==> src/rtl/calculation_div_pkg.sv <==
// Shared definitions for the k-means divider: default datapath widths and FSM encoding.
package calculation_div_pkg;

  // Widths shared with the k-means multiplier and accumulator.
  localparam int unsigned KM_DATA_W = 16;
  localparam int unsigned KM_ACC_W  = 32;

  // Divider FSM encoding.
  typedef enum logic [1:0] {
    DivIdle = 2'd0,
    DivRun  = 2'd1,
    DivDone = 2'd2
  } div_state_e;

  // Width of a down-counter that must hold the value w-1.
  function automatic int unsigned cnt_width(input int unsigned w);
    return (w > 1) ? $clog2(w) : 1;
  endfunction

endpackage

==> src/rtl/calculation_div_step.sv <==
// One combinational restoring-division step: shift in a dividend bit, trial-subtract the divisor.
module calculation_div_step #(
  parameter int unsigned DIVISOR_W = 16
) (
  input  logic [DIVISOR_W-1:0] r_in,
  input  logic                 dividend_msb,
  input  logic [DIVISOR_W-1:0] divisor,
  output logic [DIVISOR_W-1:0] r_out,
  output logic                 q_bit
);

  logic [DIVISOR_W:0] p;
  logic [DIVISOR_W:0] diff;

  // Partial remainder is one bit wider than the divisor so the trial subtract cannot overflow.
  // Because r_in < divisor always holds, p < 2*divisor, so the top bit of the difference is a
  // clean borrow flag (set exactly when p < divisor).
  always_comb begin
    p     = {r_in, dividend_msb};
    diff  = p - {1'b0, divisor};
    q_bit = ~diff[DIVISOR_W];
    r_out = q_bit ? diff[DIVISOR_W-1:0] : p[DIVISOR_W-1:0];
  end

endmodule

==> src/rtl/calculation_div.sv <==
// Sequential unsigned restoring divider, one quotient bit per clock, start/busy/done handshake.
// Quotient, remainder and the divide-by-zero flag hold until the next accepted start.
module calculation_div
  import calculation_div_pkg::*;
#(
  parameter int unsigned DIVIDEND_W = KM_ACC_W,
  parameter int unsigned DIVISOR_W  = KM_DATA_W
) (
  input  logic                  div_clk,
  input  logic                  div_rst,
  input  logic                  div_start,
  input  logic [DIVIDEND_W-1:0] div_dividend,
  input  logic [DIVISOR_W-1:0]  div_divisor,
  output logic [DIVIDEND_W-1:0] div_quot,
  output logic [DIVISOR_W-1:0]  div_rem,
  output logic                  div_busy,
  output logic                  div_done,
  output logic                  div_zero
);

  localparam int unsigned      CntW    = cnt_width(DIVIDEND_W);
  localparam logic [CntW-1:0]  CntLast = CntW'(DIVIDEND_W - 1);

  div_state_e            state_q, state_d;
  logic [CntW-1:0]       cnt_q, cnt_d;
  logic [DIVIDEND_W-1:0] dvd_q, dvd_d;   // dividend shifting out, quotient shifting in
  logic [DIVISOR_W-1:0]  dvs_q, dvs_d;   // captured divisor
  logic [DIVISOR_W-1:0]  r_q, r_d;       // partial remainder
  logic [DIVIDEND_W-1:0] quot_q, quot_d;
  logic [DIVISOR_W-1:0]  rem_q, rem_d;
  logic                  zero_q, zero_d;

  logic [DIVISOR_W-1:0]  step_r;
  logic                  step_q;

  calculation_div_step #(
    .DIVISOR_W (DIVISOR_W)
  ) u_step (
    .r_in         (r_q),
    .dividend_msb (dvd_q[DIVIDEND_W-1]),
    .divisor      (dvs_q),
    .r_out        (step_r),
    .q_bit        (step_q)
  );

  // Next-state: accept starts in IDLE/DONE, iterate one step per cycle in RUN.
  always_comb begin
    state_d = state_q;
    cnt_d   = cnt_q;
    dvd_d   = dvd_q;
    dvs_d   = dvs_q;
    r_d     = r_q;
    quot_d  = quot_q;
    rem_d   = rem_q;
    zero_d  = zero_q;

    unique case (state_q)
      DivIdle, DivDone: begin
        state_d = DivIdle;
        if (div_start) begin
          if (div_divisor != '0) begin
            state_d = DivRun;
            dvd_d   = div_dividend;
            dvs_d   = div_divisor;
            r_d     = '0;
            cnt_d   = CntLast;
            zero_d  = 1'b0;
          end else begin
            // Divide by zero: saturated quotient, low dividend bits as remainder, no iteration.
            state_d = DivDone;
            quot_d  = '1;
            rem_d   = div_dividend[DIVISOR_W-1:0];
            zero_d  = 1'b1;
          end
        end
      end
      DivRun: begin
        r_d   = step_r;
        dvd_d = {dvd_q[DIVIDEND_W-2:0], step_q};
        if (cnt_q == '0) begin
          state_d = DivDone;
          quot_d  = {dvd_q[DIVIDEND_W-2:0], step_q};
          rem_d   = step_r;
        end else begin
          cnt_d = cnt_q - CntW'(1);
        end
      end
      default: state_d = DivIdle;
    endcase
  end

  // State and datapath registers; reset aborts any in-flight operation.
  always_ff @(posedge div_clk or negedge div_rst) begin
    if (!div_rst) begin
      state_q <= DivIdle;
      cnt_q   <= '0;
      dvd_q   <= '0;
      dvs_q   <= '0;
      r_q     <= '0;
      quot_q  <= '0;
      rem_q   <= '0;
      zero_q  <= 1'b0;
    end else begin
      state_q <= state_d;
      cnt_q   <= cnt_d;
      dvd_q   <= dvd_d;
      dvs_q   <= dvs_d;
      r_q     <= r_d;
      quot_q  <= quot_d;
      rem_q   <= rem_d;
      zero_q  <= zero_d;
    end
  end

  // Outputs decode directly from registered state.
  always_comb begin
    div_quot = quot_q;
    div_rem  = rem_q;
    div_zero = zero_q;
    div_busy = (state_q == DivRun);
    div_done = (state_q == DivDone);
  end

endmodule

==> config.mk <==
export PLATFORM = sky130hd
export DESIGN_NAME = calculation_div
export DESIGN_NICKNAME = d
export VERILOG_FILES = /design/src/rtl/calculation_div_pkg.sv /design/src/rtl/calculation_div_step.sv /design/src/rtl/calculation_div.sv
export SDC_FILE = /design/constraint.sdc
export NUM_CORES = 1
export LEC_CHECK = 0
export BUFFER_PORTS_ARGS = -buffer_cell sky130_fd_sc_hd__buf_4
export CAP_MARGIN = 15
export CORE_MARGIN = 2
export CORE_UTILIZATION = 30
export DETAILED_ROUTE_END_ITERATION = 6
export HOLD_SLACK_MARGIN = 0.03
export SLEW_MARGIN = 20
export SYNTH_ARGS = -nofsm -noshare
export SYNTH_HDL_FRONTEND = slang
export SYNTH_SLANG_ARGS = --single-unit
==> constraint.sdc <==
create_clock -name div_clk -period 2.89 [get_ports div_clk]
set_clock_uncertainty 0.05 [all_clocks]
set_input_delay 0 -clock div_clk [delete_from_list [all_inputs] [get_ports div_clk]]
set_output_delay 0 -clock div_clk [all_outputs]
set_load 0.01 [all_outputs]
==> results.md, run 1 <==
- Outcome: completed
- Yosys reg bits: 120
- DR pass1 iterations: 5
- Final wirelength: 17.4 mm
- Asr flop ratio synth: 1.00
- Num CTS Buffers: 17
- Avg Vias per Cell: 4.83
- CP Capture Type: flip-flop
- CTS max path bufs: 2
- Post-synth net total: 772
- Synth warnings: 0
- Reg clk slew, reported paths: 0.06 ns
- Slowest cell on crit path: fa_1
- Worst R2R Start: dvs_q[0]$_DFFE_PN0P_
- Layout area overhead: 35.9%
- Kind of critical path: flip-flop to flip-flop
- CTS root buf: clkbuf_16
- Reg-to-reg endpoint: r_q[11]$_DFFE_PN0P_
- Yosys top cell area share: 0.493
- Vias in the first global route: 5108
- Layout cell share with drive strength beyond 1: 0.192
- Die area: 21400 sq um
- DIE WIDTH: 146 um
- Number of port buffers: 101
- First-pass GRT wire length: 27.6 mm
- Number of diodes: 0
- Area of the multi-input gates: 2830 sq um
- Placed Cells: 1045
- Seq/Total Area, Yosys: 0.493
- Nets: 920
- Synth Cell Area: 6090 sq um
- Antenna Nets Post-Route: 0
- Setup crit start kind: flip-flop
- Netlist cell types: 55
- Max cap viols: 0
- Period Utilization, post-route: 0.959
- Initial DRC count: 369
- Slew @ Worst Pin: 0.846 ns
- Clk sink count: 120
- Post-DP HPWL: 12.1 mm
- Peak supply drop: 0.000505 V
- Tmin final: 2.77 ns
- All-Layer GR Usage: 0.163
- Wirelength per Cell: 15.4 um
- Post-route insts no fill: 1133
- EDFF count, synth: 0
- Fillers: 2063
- CP Max Fanout: 6
- Most used flip-flop cell after synthesis: dfrtp_1
- Largest net degree at the start of global routing: 66
- Area contributors post-synth: dfrtp_1 (49%), nand2_1 (6.9%), nor2_1 (6.7%), a21oi_1 (4.9%), a31oi_1 (3.9%)
- Initial antenna violation count: 0
- CTS tree: yes
- I/O pin cnt: 102
- Power density cells: 1270 nW/um^2
- H-tree depth: 4
- CP Cell Sequence: ha_1, fa_1, nand2b_1, a21oi_2, o21ai_2, a31o_2, nor2_4, buf_4, mux2i_1, o21ai_1
- Drt drc: 0
- Worst reg-to-reg path cell count: 10
- Register area: 3000 sq um
- Placer Congestion: 0.833
- Avg Cell Area, Syn: 8.67 sq um
- Hold Path Class: primary input to asynchronous set/reset pin
- GRT overflow: 0
- Final Total Pwr: 10.5 mW
- # rows: 52
- Reg-to-reg setup timing slack: 0.12 ns
- Setup Viol. Count Final: 0
- Final Max Tran Viols: 0
- Rel. slew slack: 0.435
- Pleak: 3.61 nW
- Arrival @ worst endpoint: 3.00 ns
- Cell count after synthesis: 702
- Initial core utilization: 0.304
- Die H: 146 um
- Hold Violations, Final: 0
- Max frequency: 0.361 GHz
- Worst-skew pair later-pin latency: 0.41 ns
- CP max stage delay: 0.40 ns
- Post-synth top area cell: dfrtp_1
- Core Area: 20000 sq um
- Critical path required time: 3.11 ns
- Vias post-DR: 5475
-- worst max-delay path, delay by kind of cell, from the launching register on --
| family | cells | cell delay (ns) |
|---|---|---|
| AO/OA/AOI/OAI | 4 | 0.69 |
| flip-flops | 1 | 0.38 |
| AND/OR/NAND/NOR | 2 | 0.39 |
| buffers and inverters | 1 | 0.17 |
| multiplexers | 1 | 0.33 |
| adder cells (fa/ha/maj) | 2 | 0.63 |
-- per-stage QoR --
step | utilization | setup slack [ns] | cell area [sq um] | hold WS (ns) | TNS [ns]
6_report | 0.413 | 0.118 | 8270 | 0.149 | 0
2_1_floorplan | - | 0.325 | 6090 | -0.346 | 0
4_1_cts | 0.410 | 0.0762 | 8220 | 0.161 | 0
3_5_place_dp | 0.357 | 0.0885 | 7150 | 0.0626 | 0
3_3_place_gp | 0.357 | 0.163 | 7150 | 0.0666 | 0
5_1_grt | 0.413 | -0.0233 | 8270 | 0.209 | -0.0572
-- repair_timing --
item / 4_1_cts / 5_1_grt
gates resized for setup: 0 / 1
hold buffers: 50 / 0
buffers inserted: 0 / 6
setup endpoints to repair: 0 / 8
hold endpoints to repair: 120 / 0
-- state kept, by name, summed over array words and instances, names as in the netlist --
name	cells
r_q	16
div_zero	1
cnt_q	5
div_rem	16
div_quot	32
state_q	2
dvs_q	16
dvd_q	32
-- cells in the final DEF, fill, tap and decap left out, types with 2 or more instances in the layout --
| master | count |
|---|---|
| o211ai_1 | 5 |
| ha_1 | 18 |
| nor4_1 | 5 |
| clkbuf_1 | 2 |
| a22oi_1 | 8 |
| o22ai_1 | 5 |
| xnor2_1 | 8 |
| nor3_1 | 4 |
| nor2b_1 | 2 |
| a21oi_1 | 60 |
| nand4_1 | 3 |
| a31oi_1 | 38 |
| o21ai_0 | 40 |
| a21o_1 | 6 |
| nor2_1 | 107 |
| inv_1 | 26 |
| dlygate4sd3_1 | 50 |
| o21a_1 | 2 |
| buf_4 | 122 |
| nand2b_1 | 5 |
| clkbuf_16 | 17 |
| o21ai_1 | 7 |
| xor2_1 | 5 |
| mux2i_1 | 10 |
| nand2_1 | 111 |
| bufinv_16 | 2 |
| or3_1 | 10 |
| a21boi_0 | 2 |
| and3_1 | 4 |
| clkinvlp_4 | 5 |
| and2_1 | 2 |
| clkinv_2 | 4 |
| o221ai_1 | 3 |
| dfrtp_1 | 120 |
| nand3_1 | 14 |
-- cells by family (layout without fill, tap and decap cells) --
kind of cell	Yosys count	count (layout)	share of synthesized area
compound gates	190	190	0.186
xor+xnor	13	13	0.0187
fa+ha+maj	19	19	0.0403
buf+inv	70	231	0.0467
flops	120	120	0.493
mux	13	13	0.0224
simple gates	277	277	0.192
-- final cells by class --
type | instances | area share
clock buffer | 20 | 0.0540
timing repair buffer | 173 | 0.174
clock inverter | 12 | 0.0153
tap | 270 | 0.0408
inverter | 26 | 0.0118
multi-input combinational | 512 | 0.342
sequential | 120 | 0.363
-- cells in the mapped netlist, types with 3 or more instances --
library cell,n
a21o_1,6
a21oi_1,60
a22oi_1,8
a31oi_1,38
and3_1,4
buf_1,3
clkbuf_1,36
dfrtp_1,120
ha_1,18
inv_1,26
mux2i_1,11
nand2_1,112
nand2b_1,7
nand3_1,14
nand4_1,3
nor2_1,108
nor2b_1,3
nor3_1,4
nor4_1,5
o211ai_1,5
o21ai_0,40
o21ai_1,7
o221ai_1,3
o22ai_1,5
or3_1,10
xnor2_1,8
xor2_1,5
-- worst max-delay path by stage --
stage,depth (start not counted),startpoint,endpoint
floorplan,10,dvs_q[0]$_DFFE_PN0P_,div_rem[0]$_DFFE_PN0P_
global placement,11,dvd_q[31]$_DFFE_PN0P_,r_q[4]$_DFFE_PN0P_
detailed placement,10,dvs_q[0]$_DFFE_PN0P_,r_q[2]$_DFFE_PN0P_
CTS,10,dvs_q[0]$_DFFE_PN0P_,r_q[4]$_DFFE_PN0P_
global route,11,dvd_q[31]$_DFFE_PN0P_,r_q[11]$_DFFE_PN0P_
finish,10,dvs_q[0]$_DFFE_PN0P_,r_q[11]$_DFFE_PN0P_
-- report_power, final --
part | switching [mW] | leakage, nW | internal, mW | total [mW]
clock network | 0.776 | 0.268 | 1.29 | 2.06
registers | 0.538 | 1.29 | 2.44 | 2.98
logic | 3.06 | 2.05 | 2.41 | 5.48
total | 4.38 | 3.61 | 6.14 | 10.5
-- metal layers --
| layer | routed length (um) | track usage | part of all wire | vias up |
|---|---|---|---|---|
| met2 | 7600 | 0.241 | 0.44 | 153 |
| met3 | 967 | 0.0341 | 0.056 | 25 |
| met1 | 8500 | 0.236 | 0.49 | 2573 |
| li1 | - | - | - | 2724 |
| met4 | 352 | 0.0597 | 0.020 | 0 |
| met5 | 0 | 0 | 0 | - |
Power figures use the tool's default switching activity.
==> run 2: changes to the inputs <==
==> constraint.sdc (replaced) <==
create_clock -name div_clk -period 2.89 [get_ports div_clk]
set_clock_uncertainty 0.05 [all_clocks]
set_input_delay 0.4335 -clock div_clk [delete_from_list [all_inputs] [get_ports div_clk]]
set_output_delay 0.4335 -clock div_clk [all_outputs]
set_load 0.01 [all_outputs]
==> run 2 against run 1 <==
Compared with the run above: setup slack got worse by 0.0076 ns; via count fell by 3.2%; largest cell class unchanged; hold slack improved by 0.036 ns; sequential power barely moved; clock power fell by 11%; power fell by 2.1%; die area did not move.
==> results.md, run 2 (synthesis gave the netlist of run 1 again) <==
- CP Cell Sequence: ha_1, fa_1, nand2b_1, a21oi_2, o21ai_2, a31o_2, nor2_4, buf_4, mux2_1, o21ai_0
- Worst setup margin: 0.110 ns (-0.00758 ns)
- Routing usage on met2: 0.237 (-0.00377)
- # rows: 52 (unchanged)
- Hold Violations, Final: 0 (unchanged)
- Post-DP HPWL: 12.2 mm (+0.72%)
- Vias post-DR: 5298 (-3.2%)
- Core Area: 20000 sq um (unchanged)
- Final Max Tran Viols: 0 (unchanged)
- Unrepaired setup endpoints after global routing: true
- Area of the multi-input gates: 2840 sq um (+0.40%)
- Initial antenna violation count: 0 (unchanged)
- Slowest cell on crit path: fa_1
- Fillers: 2100 (+1.8%)
- CP Max Fanout: 8 (+2)
- Antenna Nets Post-Route: 0 (unchanged)
- Clk sink count: 120 (unchanged)
- Kind of critical path: flip-flop to flip-flop
- H-tree depth: 4 (unchanged)
- Outcome: completed
- Critical path required time: 3.16 ns (+0.05 ns)
- Largest net degree at the start of global routing: 109 (+65%)
- Met3 usage: 0.0341 (unchanged)
- Peak supply drop: 0.000495 V (-2.1%)
- GRT Max-Usage Layer: met1
- Post-route insts no fill: 1086 (-4.1%)
- DP Area: 7200 sq um (+0.70%)
- Setup crit start kind: flip-flop
- Num CTS Buffers: 17 (unchanged)
- CTS max path bufs: 2 (unchanged)
- CP max stage delay: 0.39 ns (about the same)
- Placer Congestion: 0.845 (+1.5%)
- DR pass1 iterations: 5 (unchanged)
- DIE WIDTH: 146 um (unchanged)
- Most frequent cells in the layout: buf_4 (126), dfrtp_1 (120), nand2_1 (111)
- DP Worst Slack: 0.0483 ns (-0.0402 ns)
- Register area: 3000 sq um (unchanged)
- Period Utilization, post-route: 0.962 (+0.00262)
- Wirelength per Cell: 15.8 um (+2.6%)
- Final wirelength: 17.1 mm (-1.7%)
- Die area: 21400 sq um (unchanged)
- Slew @ Worst Pin: 1.03 ns (+0.180 ns)
- Max frequency: 0.360 GHz (-0.27%)
- Die H: 146 um (unchanged)
- Setup Viol. Count Final: 0 (unchanged)
- Tmin final: 2.78 ns (+0.00758 ns)
- CTS tree: yes
- Initial core utilization: 0.304 (unchanged)
- Vias in the first global route: 4925 (-3.6%)
- Design area: 7770 sq um (-6.1%)
- Placed Cells: 1050 (+0.48%)
- Final core area utilization: 0.388 (-0.0252)
- Arrival @ worst endpoint: 3.05 ns (+0.05 ns)
- Pleak: 3.41 nW (-5.4%)
- GRT overflow: 0 (unchanged)
- Hold Path Class: primary input to flip-flop
- All-Layer GR Usage: 0.162 (-0.00131)
- I/O pin cnt: 102 (unchanged)
- CTS root buf: clkbuf_16
- Number of diodes: 0 (unchanged)
- Reg clk slew, reported paths: 0.05 ns (about the same)
- GRT met1 Usage: 0.241 (+0.00497)
- Rel. slew slack: 0.316 (-0.119)
- Max cap viols: 0 (unchanged)
- Power density cells: 1330 nW/um^2 (+4.3%)
- Layout area overhead: 27.6%
- CP Capture Type: flip-flop
- Number of port buffers: 101 (unchanged)
- Drt drc: 0 (unchanged)
- First-pass GRT wire length: 27.3 mm (-1.2%)
- Leading cell type in the layout, fill and taps excluded: buf_4
- Initial DRC count: 316 (-14%)
- Final Total Pwr: 10.3 mW (-2.1%)
- Avg Vias per Cell: 4.88 (+0.96%)
- Layout cell share with drive strength beyond 1: 0.206 (+0.0135)
- Worst-skew pair later-pin latency: 0.41 ns (about the same)
- Nets: 876 (-4.8%)
==> run 2: cell types whose count changed in the layout (fill, tap and decap cells not counted), moves of 2 or more <==
cell	before	now
clkinvlp_4	5	0
mux2i_2	1	4
dlygate4sd3_1	50	1
buf_4	122	126
bufinv_16	2	0
clkbuf_1	2	5
mux2i_1	10	7
==> run 2: path summary, 6_finish.rpt <==
path,start,endpoint,cells past startpoint,slack [ns]
setup / recovery,dvs_q[0]$_DFFE_PN0P_,r_q[1]$_DFFE_PN0P_,10,0.11
hold / removal,div_divisor[6],dvs_q[6]$_DFFE_PN0P_,3,0.18
setup reg to reg,dvs_q[0]$_DFFE_PN0P_,r_q[1]$_DFFE_PN0P_,10,0.11
hold reg to reg,dvs_q[0]$_DFFE_PN0P_,dvs_q[0]$_DFFE_PN0P_,2,0.43
max in group asynchronous,div_rst,dvs_q[13]$_DFFE_PN0P_,3,1.42
min in group asynchronous,div_rst,div_quot[20]$_DFFE_PN0P_,2,0.55
==> run 2: layout make-up <==
cell class                 instances  share of cell area
clock buffer                      24              0.0607
tap                              270              0.0435
inverter                          26              0.0126
clock inverter                     5             0.00322
sequential                       120               0.387
timing repair buffer             129               0.128
multi-input combinational        512               0.365
==> run 2: layer usage <==
metal	vias up	wire (um)
met1	2519	8510
li1	2623	-
met2	137	7460
met3	19	928
met4	0	228
met5	-	0
==> run 2: power by group <==
| part | switching, mW | internal, mW | total, mW |
|---|---|---|---|
| registers | 0.549 | 2.45 | 2.99 |
| clock network | 0.715 | 1.12 | 1.83 |
| logic | 3.05 | 2.42 | 5.47 |
| total | 4.32 | 5.98 | 10.3 |
==> run 2: critical path, delay by kind of cell, from the launching register on <==
family | cells | cell delay (ns)
compound gates | 4 | 0.74
fa+ha+maj | 2 | 0.61
simple gates | 2 | 0.40
flops | 1 | 0.37
mux | 1 | 0.35
buf+inv | 1 | 0.16
==> run 2: what timing repair did <==
action | in CTS | in global routing
resized for setup | 0 | 4
setup endpoints to repair | 0 | 8
hold endpoints to repair | 47 | 0
hold buffers | 1 | 0
setup buffers | 0 | 6
==> run 2: per-stage QoR <==
step / hold WS, ns / setup TNS, ns
6_report: 0.185 / 0
5_1_grt: 0.189 / -0.326
4_1_cts: 0.170 / 0
3_3_place_gp: 0.421 / 0
3_5_place_dp: 0.421 / 0
2_1_floorplan: 0.0879 / 0
==> run 3: changes to the inputs <==
Settings changed: BUFFER_PORTS_ARGS -buffer_cell sky130_fd_sc_hd__buf_4 to unset, DONT_BUFFER_PORTS set to 1, SYNTH_HIERARCHICAL set to 1.
==> run 3 against run 2 <==
Compared with the run above: the run now ends with hold timing, setup timing left; highest routed layer unchanged; critical path depth grew 4; area after synthesis barely moved; maximum frequency down 12%; critical path type unchanged; utilization decreased by 1.9 points.
==> results.md, run 3 <==
- Power density cells: 1560 nW/um^2 (+18%)
- Setup crit start kind: flip-flop
- Sw frac: 0.402 (-0.0175)
- Final Total Pwr: 11.6 mW (+13%)
- Number of port buffers: 0 (-100%)
- Antenna Nets Post-Route: 0 (unchanged)
- Synth Cell Area: 6090 sq um (about the same)
- Leading cell type in the layout, fill and taps excluded: dfrtp_1
- Worst R2R Start: dvd_q[31]$_DFFE_PN0P_
- Critical path required time: 3.14 ns (-0.02 ns)
- Area contributors post-synth: dfrtp_1 (49%), nand2_1 (7.4%), o22a_1 (4.7%), o21ai_0 (3.8%), nand2b_1 (3.7%)
- Int Pwr: 6.94 mW (+16%)
- Rel. slew slack: 0.469 (+0.153)
- Placed Cells: 900 (-14%)
- Yosys top cell area share: 0.493 (about the same)
- Final wirelength: 17.1 mm (-0.31%)
- Final hold slack: -0.336 ns (-0.521 ns)
- Synth top cells by count: dfrtp_1 (120), nand2_1 (120), o21ai_0 (46)
- Vias in the first global route: 4905 (-0.41%)
- P_sw: 4.66 mW (+8.0%)
- Asr flop ratio synth: 1.00 (unchanged)
- Layout area overhead: 21.8%
- Cell count after synthesis: 625 (-11%)
- Slew @ Worst Pin: 0.797 ns (-0.229 ns)
- Initial core utilization: 0.303 (-0.000734)
- DR pass1 iterations: 4 (-1)
- Wirelength per Cell: 17.9 um (+14%)
- Failing checks: hold timing, setup timing
- Post-synth net total: 694 (-10%)
- Die H: 146 um (about the same)
- Num CTS Buffers: 17 (unchanged)
- Most frequent cells in the layout: dfrtp_1 (120), nand2_1 (114), buf_4 (54)
- Max frequency: 0.315 GHz (-12%)
- Vias post-DR: 4758 (-10%)
- Delay-heaviest family, CP: compound AO/OA/AOI/OAI gates
- Reg-to-reg endpoint: div_rem[5]$_DFFE_PN0P_
- Clk sink count: 120 (unchanged)
- Reg clk slew, reported paths: 0.06 ns (about the same)
- CP Cell Sequence: inv_2, ha_4, fa_2, nor2b_2, o31a_1, o41a_1, and4_4, a311oi_4, xnor2_2, buf_6, mux2_4, nand2_2, o21ai_1, a22o_1
- Period Utilization, post-route: 1.10 (+0.136)
- Avg Cell Area, Syn: 9.75 sq um (+12%)
- Arrival @ worst endpoint: 3.43 ns (+0.38 ns)
- End point of the critical path: div_rem[5]$_DFFE_PN0P_
- CP Max Fanout: 4 (-4)
- Hold Path Class: primary input to asynchronous set/reset pin
- CTS root buf: clkbuf_16
- Comb pwr share: 0.536 (+0.005)
- Crit. Startpoint: dvd_q[31]$_DFFE_PN0P_
- EDFF count, synth: 0 (unchanged)
- Die area: 21500 sq um (about the same)
- Number of diodes: 0 (unchanged)
- Outcome: complete, but fails checks
- Worst setup margin: -0.282 ns (-0.392 ns)
- First-pass GRT wire length: 27.4 mm (+0.43%)
- Post-DP HPWL: 11.5 mm (-5.7%)
- Worst-skew pair later-pin latency: 0.42 ns (about the same)
- Synth warnings: 6 (+6)
- All-Layer GR Usage: 0.164 (+0.00235)
- Post-synth top area cell: dfrtp_1
- Nets: 740 (-16%)
- Core Area: 20100 sq um (+0.32%)
- Largest net degree at the start of global routing: 121 (+11%)
- Avg Vias per Cell: 4.99 (+2.3%)
- Placer Congestion: 0.826 (-2.2%)
- Post-route insts no fill: 953 (-12%)
- Drt drc: 0 (unchanged)
- CTS max path bufs: 2 (unchanged)
- Yosys reg bits: 120 (unchanged)
- CP Capture Type: flip-flop
- Layout cell share with drive strength beyond 1: 0.196 (-0.00969)
- Unrepaired setup endpoints after global routing: true
- I/O pin cnt: 102 (unchanged)
- Hold Violations, Final: 120 (+120)
- Final Max Tran Viols: 0 (unchanged)
- DIE WIDTH: 146 um (about the same)
- Worst reg-to-reg path cell count: 14 (+4)
- CP Depth: 14 (+4)
- H-tree depth: 4 (unchanged)
- # rows: 52 (unchanged)
- Peak supply drop: 0.000649 V (+31%)
- Clock network power share: 0.180 (+0.002)
- Most used flip-flop cell after synthesis: dfrtp_1
- GRT overflow: 0 (unchanged)
- Max cap viols: 0 (unchanged)
- Initial DRC count: 364 (+15%)
- CP max stage delay: 0.39 ns (about the same)
- Tmin final: 3.17 ns (+0.392 ns)
- Kind of critical path: flip-flop to flip-flop
- CTS tree: yes
- Setup Viol. Count Final: 32 (+32)
- Netlist cell types: 49 (-11%)
- Pleak: 3.37 nW (-1.3%)
- Initial antenna violation count: 0 (unchanged)
- Slowest cell on crit path: dfrtp_1
- Seq/Total Area, Yosys: 0.493 (about the same)
- WP buf/inv: 2 (+1)
- Reg-to-reg setup timing slack: -0.28 ns (-0.39 ns)
- Share of power burned in registers: 0.284 (-0.007)
==> run 3: changes by cell type after synthesis, sizes merged, moves of 6 or more <==
cell and delta:
a21oi -18, a22o +16, a22oi -7, a31oi -38, clkbuf -13, mux2 +12, mux2i -8, nand2 +8
nand2b +29, nand3 +22, nor2 -85, o22a +32, o22ai -6, or3 -10
==> run 3: power groups by stage <==
| stage | logic, mW | registers [mW] | clock network (mW) |
|---|---|---|---|
| 3_3_place_gp | 5.32 | 3.32 | 0 |
| 3_5_place_dp | 5.40 | 3.32 | 0 |
| 2_1_floorplan | 4.04 | 3.10 | 0 |
| 6_report | 6.22 | 3.30 | 2.09 |
| 4_1_cts | 5.74 | 3.31 | 2.13 |
| 5_1_grt | 6.88 | 3.40 | 2.21 |
==> run 3: cell families after synthesis <==
logic type	count (synthesis)	synth area share
DFF	120	0.493
muxes	17	0.0351
xor gates and xnor gates	15	0.0228
adders and majority gates	18	0.0382
AOI/OAI and AO/OA	165	0.181
and+or+nand+nor	229	0.183
buffers and inverters	61	0.0464
==> run 3: worst min path at each step <==
stage          cells past startpoint  slack, ns                     to
6_report                           0      -0.34  dvs_q[14]$_DFFE_PN0P_
2_1_floorplan                      0       0.09   cnt_q[0]$_DFFE_PN0P_
4_1_cts                            0      -0.36     r_q[8]$_DFFE_PN0P_
3_5_place_dp                       0        0.1  dvs_q[10]$_DFFE_PN0P_
3_3_place_gp                       0        0.1  dvs_q[10]$_DFFE_PN0P_
5_1_grt                            0      -0.36     r_q[8]$_DFFE_PN0P_
==> run 3: area by class of cell <==
cell class | instances | area, sq um
fillers | 1992 | 12700
flip-flops and latches | 120 | 3000
multi-input cells | 444 | 2900
repair buffers | 62 | 495
clock buffers | 17 | 425
well taps | 270 | 338
clock inverters | 14 | 153
inverters | 26 | 100
==> run 3: worst reg2reg max path, cell delays in order, from the launching register on <==
cell and delay (ns):
dfrtp_1 0.39, inv_2 0.09, ha_4 0.14, fa_2 0.21, nor2b_2 0.05, o31a_1 0.26
o41a_1 0.34, and4_4 0.20, a311oi_4 0.29, xnor2_2 0.20, buf_6 0.17, mux2_4 0.31
nand2_2 0.07, o21ai_1 0.08, a22o_1 0.21
==> run 3: layer usage <==
layer  vias to the layer above  track usage  wire [um]
met5                         -            0          0
met4                         0       0.0524        187
met3                        17       0.0594       1380
met2                       146        0.254       8040
met1                      2322        0.214       7470
li1                       2273            -          -
==> run 3: repair_timing <==
item	CTS	global route
hold endpoints to repair	120	120
cloned	0	0
buffers inserted	20	5
gates resized for setup	14	41
endpoints found under the setup margin	32	34
pin swaps	3	3
==> run 3: metrics by stage <==
step                      setup TNS [ns]  utilization  cell area [sq um]  hold WS (ns)  worst slack (ns)
after floorplan                    -3.83            -               6100        0.0879            -0.289
after global placement             -5.33        0.327               6570        0.0978            -0.263
after detailed placement           -6.41        0.327               6570        0.0981            -0.303
after CTS                          -6.75        0.365               7330        -0.360            -0.316
after global routing               -8.15        0.369               7420        -0.363            -0.364
final                              -5.19        0.369               7420        -0.336            -0.282
